<file path="src/rtl/cfs_md_segmenter.sv">
// Byte-serial to MD transfer packer: collects packet bytes into lanes starting at a
// configurable lane and presents each filled (or packet-terminated) word as one MD transfer.
module cfs_md_segmenter #(
  parameter int ALGN_DATA_WIDTH = 32,
  parameter int CNT_WIDTH       = 16,
  localparam int B              = ALGN_DATA_WIDTH / 8,
  localparam int OFFSET_WIDTH   = (B == 1) ? 1 : $clog2(B),
  localparam int SIZE_WIDTH     = $clog2(B) + 1
) (
  input  logic                       clk,
  input  logic                       reset_n,
  input  logic                       in_valid,
  input  logic [7:0]                 in_data,
  input  logic                       in_last,
  output logic                       in_ready,
  input  logic [OFFSET_WIDTH-1:0]    cfg_offset,
  output logic                       md_rx_valid,
  output logic [ALGN_DATA_WIDTH-1:0] md_rx_data,
  output logic [OFFSET_WIDTH-1:0]    md_rx_offset,
  output logic [SIZE_WIDTH-1:0]      md_rx_size,
  input  logic                       md_rx_ready,
  input  logic                       md_rx_err,
  output logic [CNT_WIDTH-1:0]       cnt_xfer,
  output logic [CNT_WIDTH-1:0]       cnt_err,
  output logic                       busy
);

  localparam logic ST_COLLECT = 1'b0;
  localparam logic ST_SEND    = 1'b1;

  localparam logic [OFFSET_WIDTH-1:0] LAST_LANE = OFFSET_WIDTH'(B - 1);

  logic                       r_state;
  logic [ALGN_DATA_WIDTH-1:0] r_data;
  logic [SIZE_WIDTH-1:0]      r_cnt;
  logic [OFFSET_WIDTH-1:0]    r_lane;
  logic [OFFSET_WIDTH-1:0]    r_start;
  logic                       r_sop;
  logic                       r_eop;
  logic [CNT_WIDTH-1:0]       r_cnt_xfer;
  logic [CNT_WIDTH-1:0]       r_cnt_err;

  logic                    w_accept;
  logic                    w_hs;
  logic                    w_full;
  logic [OFFSET_WIDTH-1:0] w_lane;

  // With a single lane every byte lands in lane 0 regardless of cfg_offset.
  assign w_lane   = (B == 1) ? '0 : (r_sop ? cfg_offset : r_lane);
  assign w_full   = (w_lane == LAST_LANE);
  assign w_accept = in_valid && (r_state == ST_COLLECT);
  assign w_hs     = (r_state == ST_SEND) && md_rx_ready;

  always_ff @(posedge clk or negedge reset_n) begin
    if (!reset_n) begin
      r_state    <= ST_COLLECT;
      r_data     <= '0;
      r_cnt      <= '0;
      r_lane     <= '0;
      r_start    <= '0;
      r_sop      <= 1'b1;
      r_eop      <= 1'b0;
      r_cnt_xfer <= '0;
      r_cnt_err  <= '0;
    end else begin
      if (w_accept) begin
        r_data[8*w_lane +: 8] <= in_data;
        r_lane                <= w_lane + 1'b1;
        r_cnt                 <= r_cnt + 1'b1;
        r_sop                 <= 1'b0;
        if (r_sop) r_start <= w_lane;
        if (w_full || in_last) begin
          r_state <= ST_SEND;
          r_eop   <= in_last;
        end
      end
      if (w_hs) begin
        r_state <= ST_COLLECT;
        r_data  <= '0;
        r_cnt   <= '0;
        r_lane  <= '0;
        r_start <= '0;
        // A packet end forces the next byte to re-sample cfg_offset.
        r_sop   <= r_eop;
        if (r_cnt_xfer != '1) r_cnt_xfer <= r_cnt_xfer + 1'b1;
        if (md_rx_err && (r_cnt_err != '1)) r_cnt_err <= r_cnt_err + 1'b1;
      end
    end
  end

  assign in_ready     = (r_state == ST_COLLECT);
  assign md_rx_valid  = (r_state == ST_SEND);
  assign md_rx_data   = r_data;
  assign md_rx_offset = r_start;
  assign md_rx_size   = r_cnt;
  assign cnt_xfer     = r_cnt_xfer;
  assign cnt_err      = r_cnt_err;
  assign busy         = (r_state == ST_SEND) || !r_sop;

endmodule
</file>
<file path="config.mk">
export PLATFORM = sky130hd
export DESIGN_NAME = cfs_md_segmenter
export DESIGN_NICKNAME = d
export VERILOG_FILES = /design/src/rtl/cfs_md_segmenter.sv
export SDC_FILE = /design/constraint.sdc
export NUM_CORES = 1
export LEC_CHECK = 0
export CORE_AREA = 3 3 80 90
export CTS_BUF_LIST = sky130_fd_sc_hd__clkbuf_8
export DETAILED_ROUTE_END_ITERATION = 6
export DIE_AREA = 0 0 83 93
export HOLD_SLACK_MARGIN = 0.06
export PLACE_DENSITY_LB_ADDON = 0.1
export SETUP_SLACK_MARGIN = 0.05
export SKIP_LAST_GASP = 1
export SYNTH_ARGS = -nofsm -noshare
export SYNTH_HDL_FRONTEND = slang
export SYNTH_SLANG_ARGS = --single-unit
</file>
<file path="constraint.sdc">
create_clock -name clk -period 5.3 [get_ports clk]
set_clock_uncertainty 0.05 [all_clocks]
set_input_delay 1.325 -clock clk [delete_from_list [all_inputs] [get_ports clk]]
set_output_delay 1.325 -clock clk [all_outputs]
set_load 0.005 [all_outputs]
</file>
# Word level (Yosys, flattened, before mapping)
# Index checks and enable logic that the tools add are counted.
# W data, S select, Z words.
# totals
mem_count	0
regBits	74
ramBits	0
elab_cells	50
mem_bits_ro	0
latchBits	0
inputBits	16
# classes
n_lt_le_gt_ge	0
n_shift	2
div	0
bitwise	1
addsub	5
mux	16
mul	0
n_eq_ne	3
n_reduce_logical	14
# ops
operator	n
$mux W32	2
$neg A5 Y34	1
$shift A8 B34 Y32 const A	1
$shiftx A8 B34 Y32	1
$add A16 B1 Y16 const B	2
$bwmux W32	1
$ne A16 B16 Y1 const B	2
$mux W2	6
$reduce_and A2 Y1	5
$mux W3	2
$reduce_bool A2 Y1	3
$mux W1	5
$add A3 B1 Y3 const B	1
$logic_and A1 B1 Y1	3
$add A2 B1 Y2 const B	1
$eq A2 B2 Y1 const B	1
$logic_or A1 B1 Y1	2
$logic_not A1 Y1	1
$not A1 Y1	1

# Logic depth before layout (Yosys ltp)
# Gate-level depths: netlist (run 1).
# logic_depth
depth_word	6
ltp_mapped	6
depth_no_buf	6

# Worst setup path after synthesis (run 1)
# Ideal clock, no wire load.
# synth_timing
path_kind	in2reg
start	in cfg_offset[0]
end	reg r_data[30], in the netlist md_rx_data[30]
stages	4
t_arrival_ns	2.600
setup_slack_ns	2.581
setup_ns	0.069
path_cell_list	mux2i_4 > ha_1 > nor4_4 > a32o_1
# synth_between
elab_chain_cells	6
word_cells_on_any_way	7
# synth_rtl
item	line	text
start, declared	16	input logic [OFFSET_WIDTH-1:0] cfg_offset,
$mux W2 (*)	49	assign w_lane = (B == 1) ? '0 : (r_sop ? cfg_offset : r_lane);
$neg A5 Y34 (*)	67	r_data[8*w_lane +: 8] <= in_data;
$shiftx A8 B34 Y32 or $shift A8 B34 Y32 (tied branches)	67	
$bwmux W32 (*)	67	
$mux W32 (*)	66	if (w_accept) begin
$mux W32 (*)	77	if (w_hs) begin
end signal, assigned by index	67	
end, declared	34	logic [ALGN_DATA_WIDTH-1:0] r_data;
# Every way passes the cells marked *; elsewhere a longest branch is shown, timed or not. The select of a mux whose other input is x is not followed.
# A chain may end at the register's enable or synchronous reset.

# Final worst setup path (run 1)
# layout_timing
start	in cfg_offset[1]
end	reg r_data[17], in the netlist md_rx_data[17]
# Same word-level chain as after synthesis.

==> metrics.md, run 1 <==
| Metric | Value |
|---|---|
| Path type of the worst min-delay path | `reg2reg` |
| Root buffer cell | `clkbuf_8` |
| Pin count of the biggest net entering global routing | `75` |
| Most frequent cell after synthesis | `dfrtp_1` |
| Yosys warnings | `0` |
| Antenna violations before repair | `0` |
| WS Path Type | `in2reg` |
| Minimum clock period | `between 3000 and 4000 ps` |
| Clock power frac | `21.6%` |
| TritonCTS clock tree | `yes` |
| Core ar. | `approximately 6400 um^2` |
| I/O pin total | `88` |
| Clock slew at reported path FFs | `80 ps` |
| Final Util | `between 70% and 80%` |
| Status | `finished clean` |
| Worst skew pair latency | `approximately 340 ps` |
| PwrDens | `409 nW/um^2` |
| Hold wc startpoint | `md_rx_data[30]` |
| Yosys cell types | `46` |
| Layout cell share with drive strength beyond 1 | `under 10%` |
| CP bufs+invs | `2` |
| Asr flop ratio synth | `100%` |
| CTS resizes | `0` |
| Sequential share of the synthesized area | `between 50% and 60%` |
| Relative slew slack | `39.8%` |
| GRT Util Overall | `a little over a fifth` |
| Sequential fraction of design power | `a little over two fifths` |
| CP Capture Point | `md_rx_data[17]` |
| WHS Path Cells | `1` |
| 1st-pass router iterations | `4` |
| RSZ-0062 raised after global routing | `no` |
| Slowest CP cell | `a21oi_1` |
| Remaining global-route overflow | `0` |
| ANT cells | `0` |
| Commonest cells post-synth | `dfrtp_1, a22o_1, nand2_1` |
| Die area | `7720 um^2` |
| DRT antenna net count | `0` |
| Slack of the critical path | `2140 ps` |
| Cells after DPL | `between 400 and 500` |
| Clock sink total | `74` |
| Crit Path Max Fanout | `8` |
| MaxCap Viol Count | `0` |
| Main synth FF type | `dfrtp_1` |
| Syn Nets | `~310` |
| Worst EP arrival | `~3400 ps` |
| Vert. Die Dim | `approximately 93 um` |
| Post-Layout Cell Count | `about 470` |
| Rows | `31` |
| Yosys reg bits | `74` |
| Crit path max-delay family | `compound AO/OA/AOI/OAI gates` |
| Worst r2r src | `r_sop` |
| Comb power frac | `approximately a third` |
| Setup violators final | `0` |
| Setup crit start | `cfg_offset[1]` |
| Max-slew violations | `0` |
| H-tree depth | `3` |
| R2R Path End | `md_rx_data[17]` |
| Drt drc | `0` |
| Initial core utilization | `53.2%` |
| Crit share post-route | `about three fifths` |
| Vias per cell | `5.68` |
| First-pass GRT wire length | `13.0 mm` |
| Post CTS Setup Buffer Count | `0` |
| Pre-CTS WS | `around 1700 ps` |
| CP startpoint kind | `input port` |
| Net Sw Frac | `approximately a third` |
| Setup TNS | `0 ps` |
| Area growth, synth to finish | `32.6%` |
| R2R setup slack | `around 2900 ps` |
| Final Hold Fails | `0` |
| Crit path required time | `approximately 5500 ps` |
| CTS hold repair buffers | `0` |
| CP Cell Sequence | `clkdlybuf4s50_1 -> mux2i_1 -> inv_1 -> ha_1 -> a21oi_1 -> a22o_1` |
| CP peak stage delay | `620 ps` |
| Synthesized area per cell | `between 10 and 15 um^2` |
| GPL Wtd Cong | `0.823` |
| Detailed Place HPWL | `~5.5 mm` |
| FILL cells | `534` |
| DRT iter0 DRCs | `approximately 100` |
| Net Sw Power | `0.627 mW` |
| Final net count | `~400` |
| Cell-internal power | `around 1.2 mW` |
| DR WL/cell | `approximately 16 um` |
| R2R depth | `5` |
| Leakage power | `1.97 nW` |
| Slew @ Worst Pin | `about 900 ps` |
| Post-Syn Area | `approximately 3400 um^2` |
| CTS buffer count | `9` |
| EDFF count, synth | `0` |
| CTS max path bufs | `2` |
| CP endpoint kind | `flop` |
| Crit path depth | `6` |
| Wirelength, routed | `around 7.6 mm` |
| Post-synth top area share | `~53%` |
| Routed vias | `between 2000 and 3000` |
| Chip width | `83 um` |
| Fmax | `between 300 and 400 MHz` |
| IO buf count | `87` |
| Mapped Cells | `287` |
| Vias in the first global route | `around 2700` |
| Maximum resistive drop on vdd | `between 0.0002 and 0.0003 V` |
| Pwr Total | `1.86 mW` |
| Area contributors post-synth | `dfrtp_1, a22o_1, xnor2_1` |
| Yosys top cell by area | `dfrtp_1` |
power groups by stage:
stage,Combinational [mW],Sequential (mW),Clock (mW)
detailed placement,0.654,0.822,0
floorplan,0.316,0.808,0
global placement,0.638,0.820,0
global route,0.706,0.831,0.438
CTS,0.655,0.812,0.414
finish,0.644,0.813,0.401
routing by layer:
metal,vias up,track usage [%],part of all wire [%]
met5,-,0,0
met4,0,9.26,1.9
met3,13,3.35,4.0
met2,70,34.4,50
met1,1312,27.5,44
li1,1248,-,-
cells by family after synthesis:
family	synth area share, %
buffers and inverters	1.72
AND/OR/NAND/NOR	17.3
adder cells (fa/ha/maj)	3.29
multiplexers	4.57
XOR/XNOR	5.62
AO/OA/AOI/OAI	13.4
flip-flops	54.1
placed cells by master (no fill, tap or decap), drive strengths merged, types with 2 or more instances in the layout:
cell type      count
nor4               7
ha                 9
and3               7
mux2i              8
clkinvlp           2
clkinv             2
nor4b              2
nor2              16
xor2               9
nand3             15
inv                9
xnor2             13
nand4             12
a21oi             13
o21ai             10
mux2               5
clkdlybuf4s50     86
nand2             20
clkbuf             9
a22o              32
dfrtp             73
a211oi             3
nor3               4
and4               3
or4                2
through the flow:
step / hold WS (ps) / cell area (um^2)
final: 449 / 4540
after global routing: 473 / 4540
after CTS: 451 / 4540
after detailed placement: 432 / 4360
after global placement: 427 / 4360
after floorplan: 416 / 3430
sequential cells by signal, summed over array words and instances (netlist names):
| signal | count |
|---|---|
| md_rx_data | 32 |
| r_eop | 1 |
| cnt_xfer | 16 |
| cnt_err | 16 |
| md_rx_size | 3 |
| r_lane | 2 |
| md_rx_offset | 2 |
| md_rx_valid | 1 |
| r_sop | 1 |
final cells by class:
| type | instances | area [um^2] | share of cell area (%) |
|---|---|---|---|
| inverters | 6 | 22.5 | 0.496 |
| clock inverters | 7 | 58.8 | 1.29 |
| clock buffers | 9 | 124 | 2.73 |
| flip-flops and latches | 74 | 1850 | 40.8 |
| well taps | 82 | 103 | 2.26 |
| repair buffers | 87 | 868 | 19.1 |
| multi-input cells | 200 | 1510 | 33.3 |
how the worst min path moves through the flow:
stage | endpoint | slack, ps
global route | md_rx_data[8] | 470
global placement | md_rx_data[30] | 430
detailed placement | md_rx_data[30] | 430
finish | md_rx_data[30] | 450
floorplan | r_eop | 420
CTS | md_rx_data[30] | 450
Power figures use the tool's default switching activity.
==> run 2, diff against run 1 <==
- CORE_AREA: 3 3 80 90 -> 3 3 87 97
- DIE_AREA: 0 0 83 93 -> 0 0 90 100
- clock period: 5.3 -> 2.5 ns (I/O delays scaled with it)
==> run 2 against run 1 <==
  * Global-route usage shrank 2.0 points
  * First-iteration DRC count shrank 17%
  * Register-to-register slack lost 2600 ps
  * Critical path type unchanged
==> metrics.md, run 2 (same netlist as run 1, synthesis figures left out) <==
| Metric | Value |
|---|---|
| Status | `finished clean (unchanged)` |
| PwrDens | `863 nW/um^2 (was 409 nW/um^2)` |
| Antenna violations before repair | `0 (unchanged)` |
| Final Util | `62.6% (was 70.6%)` |
| Remaining global-route overflow | `0 (unchanged)` |
| CP endpoint kind | `flop (unchanged)` |
| Worst EP arrival | `2480 ps (was 3390 ps)` |
| Crit Path Max Fanout | `8 (unchanged)` |
| CTS buffer count | `9 (unchanged)` |
| Core ar. | `7510 um^2 (was 6440 um^2)` |
| Path type of the worst min-delay path | `in2async (was reg2reg)` |
| Routed vias | `2661 (was 2643)` |
| Crit share post-route | `around 90%` |
| CTS max path bufs | `2 (unchanged)` |
| Fmax | `~440 MHz` |
| TritonCTS clock tree | `yes (unchanged)` |
| Max Used Layer | `met4 (unchanged)` |
| Initial core utilization | `45.6% (was 53.2%)` |
| RSZ-0062 raised after global routing | `no (unchanged)` |
| Post-Layout Inst Area | `4710 um^2 (was 4540 um^2)` |
| DRT antenna net count | `0 (unchanged)` |
| GPL Wtd Cong | `0.770 (was 0.823)` |
| Final Hold Fails | `0 (unchanged)` |
| Area growth, synth to finish | `37.4% (was 32.6%)` |
| Flip-flop count of the largest register after layout | `32 (unchanged)` |
| R2R depth | `4 (was 5)` |
| Drt drc | `0 (unchanged)` |
| Final net count | `418 (was 403)` |
| GRT Util Overall | `18.9% (was 20.9%)` |
| I/O pin total | `88 (unchanged)` |
| IO buf count | `87 (unchanged)` |
| Hold_ws | `147 ps (was 449 ps)` |
| Wirelength, routed | `8.05 mm (was 7.59 mm)` |
| WS Path Type | `in2reg (unchanged)` |
| Vias per cell | `5.29 (was 5.68)` |
| Minimum clock period | `~2200 ps` |
| Slew @ Worst Pin | `728 ps (was 903 ps)` |
| Vert. Die Dim | `100 um (was 93 um)` |
| MaxCap Viol Count | `0 (unchanged)` |
| Setup TNS | `0 ps (unchanged)` |
| Layout cell share with drive strength beyond 1 | `13.6% (was 9.66%)` |
| Max-slew violations | `0 (unchanged)` |
| DRT iter0 DRCs | `86 (was 103)` |
| Pin count of the biggest net entering global routing | `44 (was 75)` |
| Vias in the first global route | `2737 (was 2653)` |
| CTS hold repair buffers | `0 (unchanged)` |
| Maximum resistive drop on vdd | `0.000507 V (was 0.000256 V)` |
| DR WL met3 | `317 um (was 302 um)` |
| First-pass GRT wire length | `13.7 mm (was 13.0 mm)` |
| H-tree depth | `3 (unchanged)` |
| Worst skew pair latency | `350 ps (was 340 ps)` |
| CP startpoint kind | `input port (unchanged)` |
| Relative slew slack | `51.5% (was 39.8%)` |
| DR WL/cell | `16.0 um (was 16.3 um)` |
| FILL cells | `646 (was 534)` |
| Crit path required time | `2740 ps (was 5530 ps)` |
| Die area | `9000 um^2 (was 7720 um^2)` |
| Pre-CTS WS | `-240 ps (was 1740 ps)` |
| Clock slew at reported path FFs | `90 ps (was 80 ps)` |
| Met1 Wirelength | `3.61 mm (was 3.34 mm)` |
| Rows | `33 (was 31)` |
| Clock sink total | `74 (unchanged)` |
| 1st-pass router iterations | `4 (unchanged)` |
| Leakage power | `2.05 nW (was 1.97 nW)` |
| Setup violators final | `0 (unchanged)` |
| Slack of the critical path | `251 ps (was 2140 ps)` |
| Most common cell after layout, fill and taps aside | `clkdlybuf4s50_1 (unchanged)` |
| Met2 WL post-DR | `4.02 mm (was 3.81 mm)` |
| Detailed Place HPWL | `6.00 mm (was 5.50 mm)` |
| Area after DPL | `4510 um^2 (was 4360 um^2)` |
| Chip width | `90 um (was 83 um)` |
| ANT cells | `0 (unchanged)` |
| Root buffer cell | `clkbuf_8 (unchanged)` |
| Most frequent cells in the layout | `clkdlybuf4s50_1, dfrtp_1, a22o_1 (unchanged)` |
-- run 2: layout make-up --
cell class                      instances  area [um^2]  share of cell area, %
Sequential cell                        74         1850                   39.4
Multi-Input combinational cell        200         1520                   32.3
Timing Repair Buffer                  102          993                   21.1
Tap cell                              105          131                   2.79
Clock buffer                            9          124                   2.63
Clock inverter                          7         60.1                   1.28
Inverter                                6         22.5                  0.479
-- run 2: worst paths after layout --
path                           startpoint              to  slack [ps]
min in group clk           md_rx_data[30]  md_rx_data[30]         460
min                               reset_n      cnt_err[6]         150
max in group asynchronous         reset_n   md_rx_data[8]        1680
max reg2reg                         r_sop   md_rx_data[4]         270
min reg2reg                md_rx_data[30]  md_rx_data[30]         460
max                         cfg_offset[1]   md_rx_data[4]         250
-- run 2: timing repair --
action,in CTS,in global routing
hold endpoints to repair,0,0
buffers inserted,0,0
setup endpoints to repair,0,13
resized for setup,0,2
-- run 2: per-layer routing --
layer | up-vias | track usage, %
met5 | - | 0
met4 | 0 | 7.07
met3 | 11 | 3.67
met2 | 60 | 31.8
met1 | 1310 | 24.3
li1 | 1280 | -
-- run 2: power by group --
part           switching [mW]  internal, mW  total [mW]  leakage, nW
combinational           0.633         0.843        1.48        0.979
clock                   0.491         0.377       0.868       0.0848
sequential              0.250          1.47        1.72        0.987
total                    1.37          2.69        4.06         2.05
-- run 2: worst max-delay path, stage by stage --
cell,delay [ps]
clkdlybuf4s50_1,420
mux2i_1,300
ha_1,370
nor2_1,540
a22o_1,230
-- run 2: stage by stage --
stage               power (mW)  std cells
floorplan                 2.38        287
global placement          3.18        487
detailed placement        3.22        487
CTS                       4.10        503
global route              4.32        503
finish                    4.06        503
==> run 3, diff against run 2 <==
==> constraint.sdc (replaced) <==
create_clock -name clk -period 2.5 [get_ports clk]
set_clock_uncertainty 0.05 [all_clocks]
set_input_delay 0.25 -clock clk [delete_from_list [all_inputs] [get_ports clk]]
set_output_delay 0.25 -clock clk [all_outputs]
set_load 0.005 [all_outputs]
==> run 3 against run 2 <==
  * Critical path depth did not move
  * First-iteration DRC count increased by 15%
  * Die area unchanged
  * Final cell count is 1.2% lower
  * Power shrank 1.1%
  * Design area is 1.2% lower
  * Sequential cell count unchanged
  * Hold slack improved by 300 ps
  * Fmax fell by 2.3%
  * Non-clock buffer count down 6
  * Core utilization down 0.77 points
  * Critical endpoint is now md_rx_data[10]
  * Highest routed layer unchanged
==> metrics.md, run 3 (same netlist as run 1, synthesis figures left out) <==
| Metric | Value |
|---|---|
| Final Hold Fails | `0 (unchanged)` |
| Met2 GRT Util | `30.6% (was 31.8%)` |
| Grt met1 use | `25.0% (was 24.3%)` |
| Detailed Place HPWL | `5.64 mm (was 6.00 mm)` |
| Remaining global-route overflow | `0 (unchanged)` |
| CTS buffer count | `9 (unchanged)` |
| Maximum resistive drop on vdd | `0.000618 V (was 0.000507 V)` |
| Most frequent cells in the layout | `clkdlybuf4s50_1, dfrtp_1, a22o_1 (unchanged)` |
| Hold wc startpoint | `md_rx_data[30]` |
| Layout cell share with drive strength beyond 1 | `11.7% (was 13.6%)` |
| Vias per cell | `5.32 (was 5.29)` |
| Met3 Use GR | `4.27% (was 3.67%)` |
| Post CTS Setup Buffer Count | `0 (unchanged)` |
| Crit share post-route | `92.1% (was 90.0%)` |
| GPL Wtd Cong | `0.766 (was 0.770)` |
| Root buffer cell | `clkbuf_8 (unchanged)` |
| ANT cells | `0 (unchanged)` |
| Die area | `9000 um^2 (unchanged)` |
| R2R depth | `5 (was 4)` |
| FILL cells | `668 (was 646)` |
| Drt drc | `0 (unchanged)` |
| Rows | `33 (unchanged)` |
| Setup violators final | `0 (unchanged)` |
| Clock sink total | `74 (unchanged)` |
| Net Sw Power | `1.37 mW (about the same)` |
| Setup TNS | `0 ps (unchanged)` |
| Pre-CTS WS | `100 ps (was -240 ps)` |
| Core ar. | `7510 um^2 (unchanged)` |
| Slew @ Worst Pin | `929 ps (was 728 ps)` |
| Worst EP arrival | `2540 ps (was 2480 ps)` |
| DRT iter0 DRCs | `99 (was 86)` |
| Crit Path Max Fanout | `8 (unchanged)` |
| DRT antenna net count | `0 (unchanged)` |
| First-pass GRT wire length | `13.6 mm (was 13.7 mm)` |
| 1st-pass router iterations | `4 (unchanged)` |
| Fmax | `434 MHz (was 445 MHz)` |
| Comb power frac | `35.2% (was 36.3%)` |
| Minimum clock period | `2300 ps (was 2250 ps)` |
| WS Path Type | `reg2reg (was in2reg)` |
| R2R setup slack | `200 ps (was 270 ps)` |
| Worst skew pair latency | `350 ps (about the same)` |
| Sequential fraction of design power | `42.8% (was 42.3%)` |
| Final Util | `61.9% (was 62.6%)` |
| H-tree depth | `3 (unchanged)` |
| GRT busiest layer | `met2 (unchanged)` |
| Clock power frac | `22.0% (was 21.4%)` |
| Max-slew violations | `0 (unchanged)` |
| Hold endpoint | `md_rx_data[30]` |
| Net Sw Frac | `34.1% (was 33.8%)` |
| Most common cell after layout, fill and taps aside | `clkdlybuf4s50_1 (unchanged)` |
| Clock slew at reported path FFs | `80 ps (was 90 ps)` |
| Antenna violations before repair | `0 (unchanged)` |
| Routed vias | `2643 (was 2661)` |
| Chip width | `90 um (unchanged)` |
| Pwr Total | `4.02 mW (was 4.06 mW)` |
| Area growth, synth to finish | `35.7% (was 37.4%)` |
| Crit path required time | `2740 ps (about the same)` |
| Path type of the worst min-delay path | `reg2reg (was in2async)` |
| DR WL/cell | `16.0 um (about the same)` |
| R2R Path End | `md_rx_data[10] (was md_rx_data[4])` |
| GRT Util Overall | `18.9% (about the same)` |
| WHS Path Cells | `1` |
| Flip-flop count of the largest register after layout | `32 (unchanged)` |
| I/O pin total | `88 (unchanged)` |
| Cell-internal power | `2.65 mW (was 2.69 mW)` |
| Vert. Die Dim | `100 um (unchanged)` |
| Vias in the first global route | `2673 (was 2737)` |
| Worst r2r src | `r_sop (unchanged)` |
| Wirelength, routed | `7.95 mm (was 8.05 mm)` |
| Slack of the critical path | `198 ps (was 251 ps)` |
| Relative slew slack | `38.1% (was 51.5%)` |
| Status | `finished clean (unchanged)` |
| CP endpoint kind | `flop (unchanged)` |
| PwrDens | `864 nW/um^2 (was 863 nW/um^2)` |
| TritonCTS clock tree | `yes (unchanged)` |
| Leakage power | `2.02 nW (was 2.05 nW)` |
| IO buf count | `87 (unchanged)` |
| Final net count | `412 (was 418)` |
| CTS max path bufs | `2 (unchanged)` |
| RSZ-0062 raised after global routing | `no (unchanged)` |
| MaxCap Viol Count | `0 (unchanged)` |
| Pin count of the biggest net entering global routing | `75 (was 44)` |
| CP startpoint kind | `flop (was input port)` |
| Initial core utilization | `45.6% (unchanged)` |
run 3: changes by cell type in the layout (fill, tap and decap cells not counted), sizes merged:
cell,before,now
buf,16,9
clkinvlp,3,2
dlygate4sd3,0,1
clkinv,0,1
run 3: worst max-delay path by stage:
stage / from / endpoint / cells after the start
2_1_floorplan: r_sop / md_rx_data[30] / 4
3_3_place_gp: cfg_offset[0] / md_rx_data[24] / 6
3_5_place_dp: cfg_offset[0] / md_rx_data[29] / 6
4_1_cts: r_sop / md_rx_data[24] / 5
5_1_grt: r_sop / md_rx_data[12] / 5
6_report: r_sop / md_rx_data[10] / 5
run 3: stage by stage:
| stage | hold slack (ps) | instances | area, um^2 |
|---|---|---|---|
| final | 446 | 497 | 4650 |
| after floorplan | -95.6 | 287 | 3430 |
| after detailed placement | 400 | 480 | 4450 |
| after CTS | 451 | 497 | 4640 |
| after global routing | 471 | 497 | 4650 |
| after global placement | 395 | 480 | 4450 |
run 3: final cells by class:
class	instances	area, um^2	share of cell area [%]
tap	105	131	2.83
clock inverter	7	61.3	1.32
clock buffer	9	124	2.66
timing repair buffer	96	938	20.2
inverter	6	22.5	0.485
sequential	74	1850	39.9
multi-input combinational	200	1520	32.7
run 3: per-layer routing:
| metal | routed length [um] | part of all wire, % |
|---|---|---|
| met1 | 3550 | 45 |
| met2 | 3850 | 48 |
| met3 | 424 | 5.3 |
| met4 | 131 | 1.6 |
| met5 | 0 | 0 |
run 3: timing repair:
action / in CTS / in global routing
hold buffers: 1 / 0
endpoints found under the hold margin: 73 / 0
resized for setup: 0 / 1
endpoints found under the setup margin: 0 / 7
run 3: critical path, stage by stage (launching register included):
cell and delay (ps):
dfstp_2 610, mux2i_4 440, inv_2 140, ha_1 220
a21oi_1 530, a22o_1 250
run 3: power by group through the flow:
stage / registers [mW] / clock network, mW / logic [mW]
after floorplan: 1.71 / 0 / 0.669
after global placement: 1.74 / 0 / 1.40
after detailed placement: 1.75 / 0 / 1.43
after CTS: 1.72 / 0.912 / 1.44
after global routing: 1.77 / 0.966 / 1.55
final: 1.72 / 0.882 / 1.41
